$ cat src/rtl/rand_lfsr_queue.sv
// rand_lfsr_queue: reproducible pseudo-random word source (Galois LFSR) behind a DEPTH-entry response queue
//   CLK/RST               clock, async active-high reset
//   REQ_VALID/REQ_READY   request handshake, one word per accepted request
//   RESP_DATA/RESP_VALID/RESP_READY  queue head handshake
//   RESEED_VALID/RESEED_DATA  runtime LFSR reload (0 loads the effective seed)
//   COUNT                 queue occupancy
module rand_lfsr_queue #(
   parameter int WIDTH = 32,
   parameter logic [WIDTH-1:0] TAPS = 32'h80200003,
   parameter logic [WIDTH-1:0] SEED = 1,
   parameter int DEPTH = 2,
   localparam int CW = $clog2(DEPTH + 1)
) (
   input  logic             CLK,
   input  logic             RST,
   input  logic             REQ_VALID,
   output logic             REQ_READY,
   output logic [WIDTH-1:0] RESP_DATA,
   output logic             RESP_VALID,
   input  logic             RESP_READY,
   input  logic             RESEED_VALID,
   input  logic [WIDTH-1:0] RESEED_DATA,
   output logic [CW-1:0]    COUNT
);
   localparam int PW = (DEPTH > 1) ? $clog2(DEPTH) : 1;
   // an all-zero state would lock the LFSR, so a zero seed is promoted to 1
   localparam logic [WIDTH-1:0] SEED_EFF = (SEED == '0) ? WIDTH'(1) : SEED;
   logic [WIDTH-1:0] lfsr, step;
   logic [WIDTH-1:0] mem [DEPTH];
   logic [PW-1:0] rd_ptr, wr_ptr;
   logic [CW-1:0] count;
   logic push, pop;
   assign step = lfsr[0] ? ((lfsr >> 1) ^ TAPS) : (lfsr >> 1);
   assign COUNT = count;
   assign RESP_VALID = count != '0;
   assign REQ_READY = count < CW'(DEPTH);
   assign RESP_DATA = mem[rd_ptr];
   assign push = REQ_VALID && REQ_READY;
   assign pop = RESP_VALID && RESP_READY;
   always_ff @(posedge CLK or posedge RST) begin
      if (RST) begin
         lfsr <= SEED_EFF;
         rd_ptr <= '0;
         wr_ptr <= '0;
         count <= '0;
         for (int i = 0; i < DEPTH; i++) mem[i] <= '0;
      end else begin
         // reseed overrides the step; a same-cycle push still takes the old state
         if (RESEED_VALID) lfsr <= (RESEED_DATA == '0) ? SEED_EFF : RESEED_DATA;
         else if (push) lfsr <= step;
         if (push) begin
            mem[wr_ptr] <= lfsr;
            wr_ptr <= (wr_ptr == PW'(DEPTH - 1)) ? '0 : wr_ptr + 1'b1;
         end
         if (pop) rd_ptr <= (rd_ptr == PW'(DEPTH - 1)) ? '0 : rd_ptr + 1'b1;
         count <= count + CW'(push) - CW'(pop);
      end
   end
endmodule

$ cat config.mk
export PLATFORM = sky130hd
export DESIGN_NAME = rand_lfsr_queue
export DESIGN_NICKNAME = d
export VERILOG_FILES = /design/src/rtl/rand_lfsr_queue.sv
export SDC_FILE = /design/constraint.sdc
export NUM_CORES = 1
export LEC_CHECK = 0
export CORE_UTILIZATION = 45
export CTS_BUF_LIST = sky130_fd_sc_hd__clkbuf_4
export CTS_CLUSTER_SIZE = 40
export DETAILED_ROUTE_END_ITERATION = 6
export GPL_TIMING_DRIVEN = 0
export PLACE_DENSITY = 0.67
export SLEW_MARGIN = 10
export SYNTH_ARGS = -nofsm -noshare
export SYNTH_HDL_FRONTEND = slang
export SYNTH_SLANG_ARGS = --single-unit
$ cat constraint.sdc
create_clock -name CLK -period 3.5 [get_ports CLK]
set_clock_uncertainty 0.05 [all_clocks]
set_input_delay 0.35 -clock CLK [delete_from_list [all_inputs] [get_ports CLK]]
set_output_delay 0.35 -clock CLK [all_outputs]
set_load 0.005 [all_outputs]
==> metrics.md, run 1 <==
| Metric | Value |
|---|---|
| Status | `finished, final reports clean` |
| Max Root-Sink Buffers | `2` |
| Iteration count of the initial detailed-routing pass | `4` |
| # setup viols final | `0` |
| Fillers | `888` |
| Fin cells | `between 500 and 600` |
| MaxCap Viol Count | `0` |
| Full die area | `~11000 µm²` |
| Hold_buf cts | `0` |
| Synth Area in XOR/XNOR | `0.0127` |
| Synth-to-layout area growth | `22.2%` |
| Starting Density | `0.467` |
| Initial DRC count | `84` |
| Synth Area in Compound Gates | `0.0398` |
| I/O pin count | `between 70 and 80` |
| Tot Pwr | `4.93 mW` |
| Vias | `2992` |
| Worst hold margin | `228 ps` |
| Worst VDD drop | `0.000343 V` |
| Final ANT Viol Nets | `0` |
| Max Freq | `roughly 370 MHz` |
| DR top layer | `met4` |
| Routed vias/inst | `5.26` |
| Capture point of the worst reg-to-reg path | `COUNT[1]` |
| # diodes | `0` |
| Synth unique cells | `29` |
| Synthesized area per cell | `14.0 µm²` |
| Clk Latency, worst-skew pair | `450 ps` |
| Layout cells sized above 1 | `0.309` |
| Fin. Hold Viols | `0` |
| Kind of end point of the critical path | `output pin` |
| Total congestion overflow | `0` |
| Post-CTS setup buffers | `0` |
| Crit Path Max Fanout | `10` |
| Die width | `106 µm` |
| Leakage power | `2.66 nW` |
| Yosys top cell area share | `0.512` |
| Synth Area in Adders | `0.00517` |
| Mapped Area | `~4800 µm²` |
| Final period util | `0.763` |
| Setup crit start kind | `register` |
| Largest family of logic cells by synthesized area | `multiplexers` |
| Largest net degree at the start of global routing | `61` |
| R2r startpoint | `COUNT[1]` |
| Drt total wl | `9.92 mm` |
| Cts bufs inserted | `9` |
| Initial antenna violation count | `0` |
| P per Cell Area | `~830 nW/µm²` |
| TritonCTS clock tree | `done` |
| Post-DP Area | `5750 µm²` |
| Wire length on met1 | `about 4.8 mm` |
| Die Y | `between 100 and 150 µm` |
| Syn nets | `384` |
| Slowest-stage cell, CP | `clkdlybuf4s50_1` |
| Post-synthesis mux area share | `0.330` |
| R2R depth | `7` |
| Crit-path cells | `clkbuf_1 -> buf_2 -> mux2_2 -> clkdlybuf4s50_1` |
| Metal2 WL | `4.57 mm` |
| Area leader, netlist | `dfrtp_1` |
| Setup CP Type | `register to output pin` |
| # H-tree levels | `3` |
| Reg2reg setup slack | `1620 ps` |
| RSZ-0062 raised after global routing | `false` |
| Mapped Cells | `345` |
| GPL Wtd Cong | `approximately 0.76` |
| Clock slew at reported path FFs | `around 160 ps` |
| Worst Hold Class | `input port to asynchronous set/reset pin` |
| Core area | `10400 µm²` |
| Syn. warnings | `0` |
| Std cell rows | `37` |
| Final worst path period need | `2670 ps` |
| HPWL after DPL | `a little under 7 mm` |
| Final Max Slew Viols | `0` |
| First-pass GRT wire length | `16.6 mm` |
| Clock root cell | `clkbuf_4` |
| Register bit total from synthesis | `100` |
| Met3 wire length | `a little under 500 µm` |
| Final Cell Area | `~5900 µm²` |
| Drt drc | `0` |
| Required time of the critical path | `~3100 ps` |
| Relative slew margins | `0.646` |
| Num Clock Sinks | `100` |
| Area contributors post-synth | `dfrtp_1, mux2_4, mux2_2, mux2i_1, nand2_1` |
| Seq/Total Area, Yosys | `0.517` |
| Vias in the first global route | `3141` |
| Global Route Usage Sum | `0.192` |
| Drt wl/cell | `17.4 µm` |
| I/O Buffers | `71` |
| Worst Tran Pin Value | `531 ps` |
| Synth Area in Simple Gates | `0.0512` |
| Placed cell count | `553` |
| Nets | `467` |
| WP data arrival | `2270 ps` |
| Post-cts sizing count | `0` |
| Crit path largest cell delay | `450 ps` |
==> layer usage <==
| layer | vias up | global-route usage |
|---|---|---|
| li1 | 1384 | - |
| met1 | 1521 | 0.273 |
| met2 | 80 | 0.296 |
| met3 | 7 | 0.0470 |
| met4 | 0 | 0.0417 |
| met5 | - | 0 |
==> kinds of logic after synthesis <==
family,Yosys count
adders and majority gates,2
xor gates and xnor gates,7
muxes,125
buffers and inverters,26
AOI/OAI and AO/OA,36
DFF,100
and+or+nand+nor,49
==> worst max-delay path by stage <==
stage	cells after the start	from	end	slack, ps
2_1_floorplan	1	RST	COUNT[0]	480
3_3_place_gp	2	RST	COUNT[0]	-1020
3_5_place_dp	4	rd_ptr	RESP_DATA[22]	1300
4_1_cts	4	rd_ptr	RESP_DATA[22]	780
5_1_grt	4	rd_ptr	RESP_DATA[24]	690
6_report	4	rd_ptr	RESP_DATA[11]	830
==> state kept, by name, summed over array words and instances, names as in the netlist <==
register  count
mem          64
lfsr         32
COUNT         2
rd_ptr        1
wr_ptr        1
==> synthesized netlist by cell type <==
master and count:
a21oi_1 2, a32o_1 1, and2_1 1, buf_12 3, buf_2 3, buf_6 3, buf_8 3, clkbuf_1 9
dfrtp_1 99, dfstp_2 1, ha_1 2, inv_1 4, inv_6 1, mux2_2 36, mux2_4 60, mux2i_1 29
nand2_1 31, nand2_4 1, nand4_1 2, nor2_1 3, nor2_8 1, nor2b_4 1, nor4_1 8, o21ai_0 13
o21ai_1 18, o21ai_2 2, or2_2 1, xnor2_1 6, xor2_1 1
==> metrics by stage <==
| step | worst slack, ps | utilization | setup TNS (ps) |
|---|---|---|---|
| 6_report | 828 | 0.570 | 0 |
| 5_1_grt | 689 | 0.570 | 0 |
| 4_1_cts | 776 | 0.570 | 0 |
| 3_5_place_dp | 1300 | 0.554 | 0 |
| 3_3_place_gp | -1020 | 0.552 | -100680 |
| 2_1_floorplan | 483 | - | 0 |
==> power by group <==
part	internal, mW	total [mW]	switching, mW
Combinational	1.59	2.34	0.753
Clock	0.298	0.693	0.395
Sequential	1.60	1.90	0.295
==> worst max-delay path: cells and delay by family (launching register included) <==
kind | cells | cell delay [ps]
mux | 1 | 390
flops | 1 | 350
buf+inv | 3 | 1090
==> layout make-up <==
class / instances / area (µm²) / share of cell area
flip-flops and latches: 100 / 2500 / 0.423
multi-input cells: 219 / 2120 / 0.359
plain buffers: 21 / 188 / 0.0317
repair buffers: 72 / 738 / 0.125
clock inverters: 6 / 88.8 / 0.0150
clock buffers: 10 / 75.1 / 0.0127
well taps: 136 / 170 / 0.0288
inverters: 5 / 26.3 / 0.00444
==> placed cells by master, fill, tap and decap left out, types with 3 or more instances in the layout <==
cell type,instances
buf_12,3
buf_2,3
buf_6,3
buf_8,3
clkbuf_1,9
clkbuf_4,10
clkdlybuf4s50_1,71
dfrtp_1,99
inv_1,3
mux2_2,36
mux2_4,60
mux2i_1,29
nand2_1,31
nor2_1,3
nor4_1,8
o21ai_0,13
o21ai_1,18
xnor2_1,6
Note: power is estimated with default switching activity, not from simulation.
==> inputs of run 2 (changes only) <==
==> constraint.sdc (replaced) <==
create_clock -name CLK -period 2.57 [get_ports CLK]
set_clock_uncertainty 0.05 [all_clocks]
set_input_delay 0.257 -clock CLK [delete_from_list [all_inputs] [get_ports CLK]]
set_output_delay 0.257 -clock CLK [all_outputs]
set_load 0.005 [all_outputs]
==> metrics.md, run 2 (synthesized netlist as in run 1, its figures left out) <==
| Metric | Value |
|---|---|
| Status | `finished, final reports clean` |
| Final worst path period need | `2390 ps` |
| Nets | `~470` |
| Num Clock Sinks | `100` |
| Global Route Usage Sum | `0.193` |
| # H-tree levels | `3` |
| Iteration count of the initial detailed-routing pass | `5` |
| Setup CP Type | `register to output pin` |
| Initial DRC count | `103` |
| Worst Hold Class | `input port to asynchronous set/reset pin` |
| Starting Density | `0.467` |
| Final worst slack | `182 ps` |
| Worst VDD drop | `approximately 0.00057 V` |
| Drt drc | `0` |
| Clock slew at reported path FFs | `approximately 160 ps` |
| Commonest non-fill, non-tap cell in the layout | `dfrtp_1` |
| Std cell rows | `37` |
| Initial antenna violation count | `0` |
| Post-placement setup slack | `482 ps` |
| Drt total wl | `9.99 mm` |
| Post-CTS setup buffers | `0` |
| Vias | `slightly below 3000` |
| Post-DP Area | `5760 µm²` |
| Fin. Hold Viols | `0` |
| Die Y | `between 100 and 150 µm` |
| MaxCap Viol Count | `0` |
| Largest net degree at the start of global routing | `39` |
| # setup viols final | `0` |
| Max Root-Sink Buffers | `2` |
| Gr busiest metal | `met2` |
| Relative slew margins | `0.541` |
| Leakage power | `2.66 nW` |
| Die width | `roughly 110 µm` |
| TritonCTS clock tree | `done` |
| Final ANT Viol Nets | `0` |
| First-pass GRT wire length | `around 17 mm` |
| Multi-input gate area | `2120 µm²` |
| Largest register FFs | `64` |
| Kind of end point of the critical path | `output pin` |
| I/O pin count | `73` |
| Cts bufs inserted | `9` |
| Met2 usage | `0.304` |
| Clock root cell | `clkbuf_4` |
| Core area | `10400 µm²` |
| Fin cells | `569` |
| Final Cell Area | `between 5000 and 6000 µm²` |
| Most frequent cells in the layout | `dfrtp_1, clkdlybuf4s50_1, mux2_4` |
| Worst Tran Pin Value | `688 ps` |
| Max Freq | `419 MHz` |
| Required time of the critical path | `2260 ps` |
| I/O Buffers | `71` |
| Routed vias/inst | `between 5 and 6` |
| Clk Latency, worst-skew pair | `470 ps` |
| Grt met3 use | `0.0575` |
| Crit Path Max Fanout | `10` |
| Register area | `between 2000 and 3000 µm²` |
| Reg2reg setup slack | `680 ps` |
| Setup crit start kind | `register` |
| Placed cell count | `554` |
| Full die area | `around 11000 µm²` |
| GPL Wtd Cong | `between 0.7 and 0.8` |
| R2r startpoint | `COUNT[1]` |
| Hold_buf cts | `0` |
| Fin util | `0.572` |
| Met1 usage | `0.265` |
| R2R depth | `7` |
| Drt wl/cell | `17.6 µm` |
| Total congestion overflow | `0` |
| P per Cell Area | `1140 nW/µm²` |
| RSZ-0062 raised after global routing | `false` |
| WP data arrival | `2080 ps` |
| Final Max Slew Viols | `0` |
| Layout cells sized above 1 | `0.312` |
| Final period util | `0.929` |
| Capture point of the worst reg-to-reg path | `COUNT[1]` |
| Vias in the first global route | `3185` |
| HPWL after DPL | `6.91 mm` |
| # diodes | `0` |
| Largest register by flop count | `mem` |
| Fillers | `888` |
| Synth-to-layout area growth | `22.6%` |
==> run 2: cell types whose count changed in the layout (fill, tap and decap cells not counted), sizes merged <==
cell      delta
clkbuf       +1
clkinvlp     +1
buf          -1
inv          -1
==> run 2: layout make-up <==
type                    instances  share of cell area
plain buffers                  20              0.0323
clock buffers                  10              0.0127
clock inverters                 6              0.0150
inverters                       5             0.00464
multi-input cells             219               0.358
flip-flops and latches        100               0.422
well taps                     136              0.0287
repair buffers                 73               0.127
==> run 2: how the worst max path moves through the flow <==
stage / start / endpoint / slack, ps
2_1_floorplan: COUNT[1] / COUNT[1] / 740
3_3_place_gp: RST / mem[14] / 60
3_5_place_dp: rd_ptr / RESP_DATA[22] / 480
4_1_cts: rd_ptr / RESP_DATA[22] / -50
5_1_grt: rd_ptr / RESP_DATA[22] / 60
6_report: rd_ptr / RESP_DATA[22] / 180
==> run 2: power breakdown <==
part | switching (mW) | leakage [nW] | total (mW) | internal, mW
registers | 0.409 | 1.22 | 2.59 | 2.18
logic | 1.02 | 1.36 | 3.20 | 2.18
clock network | 0.540 | 0.0826 | 0.945 | 0.405
==> run 2: worst max-delay path: stages, from the launching register on <==
cell and delay, ps:
dfrtp_1 500, clkbuf_4 300, mux2_2 370, clkdlybuf4s50_1 460
==> run 2: layer usage <==
layer  share of wire  routed length [µm]  vias to the layer above
met5               0                   0                        -
met1            0.47                4700                     1524
met4          0.0052                  52                        0
met2            0.48                4780                       67
met3           0.046                 461                        4
li1                -                   -                     1380
==> run 2: what timing repair did <==
| action | in CTS | in global routing |
|---|---|---|
| resized for setup | 0 | 4 |
| gates cloned | 0 | 0 |
| endpoints found under the setup margin | 23 | 29 |
==> run 2: stage by stage <==
step                      power [mW]  hold WS (ps)  setup TNS, ps
after floorplan                 4.60           324              0
after CTS                       6.81           147           -406
final                           6.74           157              0
after detailed placement        5.85           437              0
after global placement          5.76           434              0
after global routing            7.14           150              0
==> inputs of run 3 (changes only) <==
--- a/config.mk
+++ b/config.mk
@@ -6,7 +6,7 @@
 export NUM_CORES = 1
 export LEC_CHECK = 0
 export CORE_UTILIZATION = 45
-export CTS_BUF_LIST = sky130_fd_sc_hd__clkbuf_4
+export CTS_BUF_LIST = sky130_fd_sc_hd__clkbuf_16
 export CTS_CLUSTER_SIZE = 40
 export DETAILED_ROUTE_END_ITERATION = 6
 export GPL_TIMING_DRIVEN = 0
==> metrics.md, run 3 (synthesized netlist as in run 1, its figures left out) <==
| Metric | Value |
|---|---|
| Status | `finished, final reports clean` |
| Global Route Usage Sum | `0.195` |
| Hold_buf cts | `0` |
| Most frequent cells in the layout | `dfrtp_1, clkdlybuf4s50_1, mux2_4` |
| Max Freq | `a little over 400 MHz` |
| Vias | `2994` |
| DR top layer | `met4` |
| Drt drc | `0` |
| Core area | `10400 µm²` |
| First-pass GRT wire length | `16.8 mm` |
| P per Cell Area | `1190 nW/µm²` |
| Final Max Slew Viols | `0` |
| Layout cells sized above 1 | `0.309` |
| Starting Density | `0.467` |
| Required time of the critical path | `around 2300 ps` |
| Post-placement setup slack | `just under 500 ps` |
| Leakage power | `2.73 nW` |
| GPL Wtd Cong | `just under 0.8` |
| Post-cts sizing count | `0` |
| Full die area | `11200 µm²` |
| Die Y | `106 µm` |
| Clock root cell | `clkbuf_16` |
| Setup crit start kind | `register` |
| Setup CP Type | `register to output pin` |
| Num Clock Sinks | `100` |
| Iteration count of the initial detailed-routing pass | `4` |
| HPWL after DPL | `between 6 and 7 mm` |
| Metal2 WL | `between 4 and 5 mm` |
| Routed vias/inst | `5.25` |
| Worst Tran Pin Value | `690 ps` |
| MaxCap Viol Count | `0` |
| Initial DRC count | `89` |
| Total congestion overflow | `0` |
| Critical path endpoint | `RESP_DATA[11]` |
| I/O pin count | `73` |
| Worst VDD drop | `0.000614 V` |
| Relative slew margins | `0.539` |
| Largest net degree at the start of global routing | `39` |
| Std cell rows | `37` |
| # H-tree levels | `3` |
| Wire length on met1 | `4.68 mm` |
| Max Root-Sink Buffers | `2` |
| Fillers | `875` |
| Post-DP Area | `5760 µm²` |
| # diodes | `0` |
| Synth-to-layout area growth | `25.7%` |
| Worst Hold Class | `input port to register` |
| WP data arrival | `approximately 2100 ps` |
| R2r startpoint | `COUNT[1]` |
| Final Cell Area | `6080 µm²` |
| Met3 wire length | `477 µm` |
| Final worst path period need | `2420 ps` |
| Multi-input gate area | `2120 µm²` |
| Post-CTS setup buffers | `0` |
| Kind of end point of the critical path | `output pin` |
| Register area | `2500 µm²` |
| TritonCTS clock tree | `done` |
| Largest register by flop count | `mem` |
| I/O Buffers | `71` |
| Reg2reg setup slack | `690 ps` |
| Clock slew at reported path FFs | `70 ps` |
| Vias in the first global route | `3231` |
| Final ANT Viol Nets | `0` |
| Fin util | `0.586` |
| Drt wl/cell | `17.7 µm` |
| Final worst slack | `148 ps` |
| Final period util | `0.942` |
| Largest register FFs | `64` |
| Post-Route Setup TNS | `0 ps` |
| Commonest non-fill, non-tap cell in the layout | `dfrtp_1` |
| Capture point of the worst reg-to-reg path | `COUNT[1]` |
| Fin. Hold Viols | `0` |
| Cts bufs inserted | `9` |
| # setup viols final | `0` |
| R2R depth | `7` |
| Crit path from | `rd_ptr` |
| Initial antenna violation count | `0` |
| RSZ-0062 raised after global routing | `false` |
| Die width | `106 µm` |
| Crit Path Max Fanout | `10` |
| Clk Latency, worst-skew pair | `340 ps` |
| Nets | `468` |
| Drt total wl | `10.1 mm` |
run 3: per-stage QoR:
step,hold slack (ps),std cells,power [mW]
after CTS,293,570,7.33
after floorplan,324,345,4.60
after global placement,434,552,5.76
final,302,570,7.24
after global routing,320,570,7.65
after detailed placement,437,554,5.85
run 3: power by group:
group          internal, mW  total [mW]  switching [mW]
registers              2.19        2.59           0.399
logic                  2.17        3.21            1.04
clock network         0.849        1.43           0.585
total                  5.21        7.24            2.03
run 3: routing by layer:
metal / global-route usage / vias to the layer above
met4: 0.0387 / 0
met2: 0.312 / 73
met5: 0 / -
met1: 0.265 / 1528
li1: - / 1385
met3: 0.0538 / 8
run 3: worst min-delay path by stage:
stage	start	endpoint	slack (ps)	cells after the start
2_1_floorplan	RESEED_DATA[1]	lfsr[1]	320	2
6_report	RESEED_VALID	lfsr[30]	300	2
3_3_place_gp	mem[1]	mem[1]	430	1
5_1_grt	RESEED_VALID	lfsr[30]	320	2
4_1_cts	RESEED_VALID	lfsr[30]	290	2
3_5_place_dp	mem[27]	mem[27]	440	1
run 3: worst max-delay path: stages, from the launching register on:
cell,delay [ps]
dfrtp_1,320
clkbuf_1,250
buf_2,350
mux2_2,400
clkdlybuf4s50_1,450
run 3: final cells by class:
cell class / instances / area share
buffer: 21 / 0.0309
clock buffer: 9 / 0.0370
clock inverter: 7 / 0.0152
inverter: 5 / 0.00453
multi-input combinational: 219 / 0.349
sequential: 100 / 0.412
tap: 136 / 0.0280
timing repair buffer: 73 / 0.123
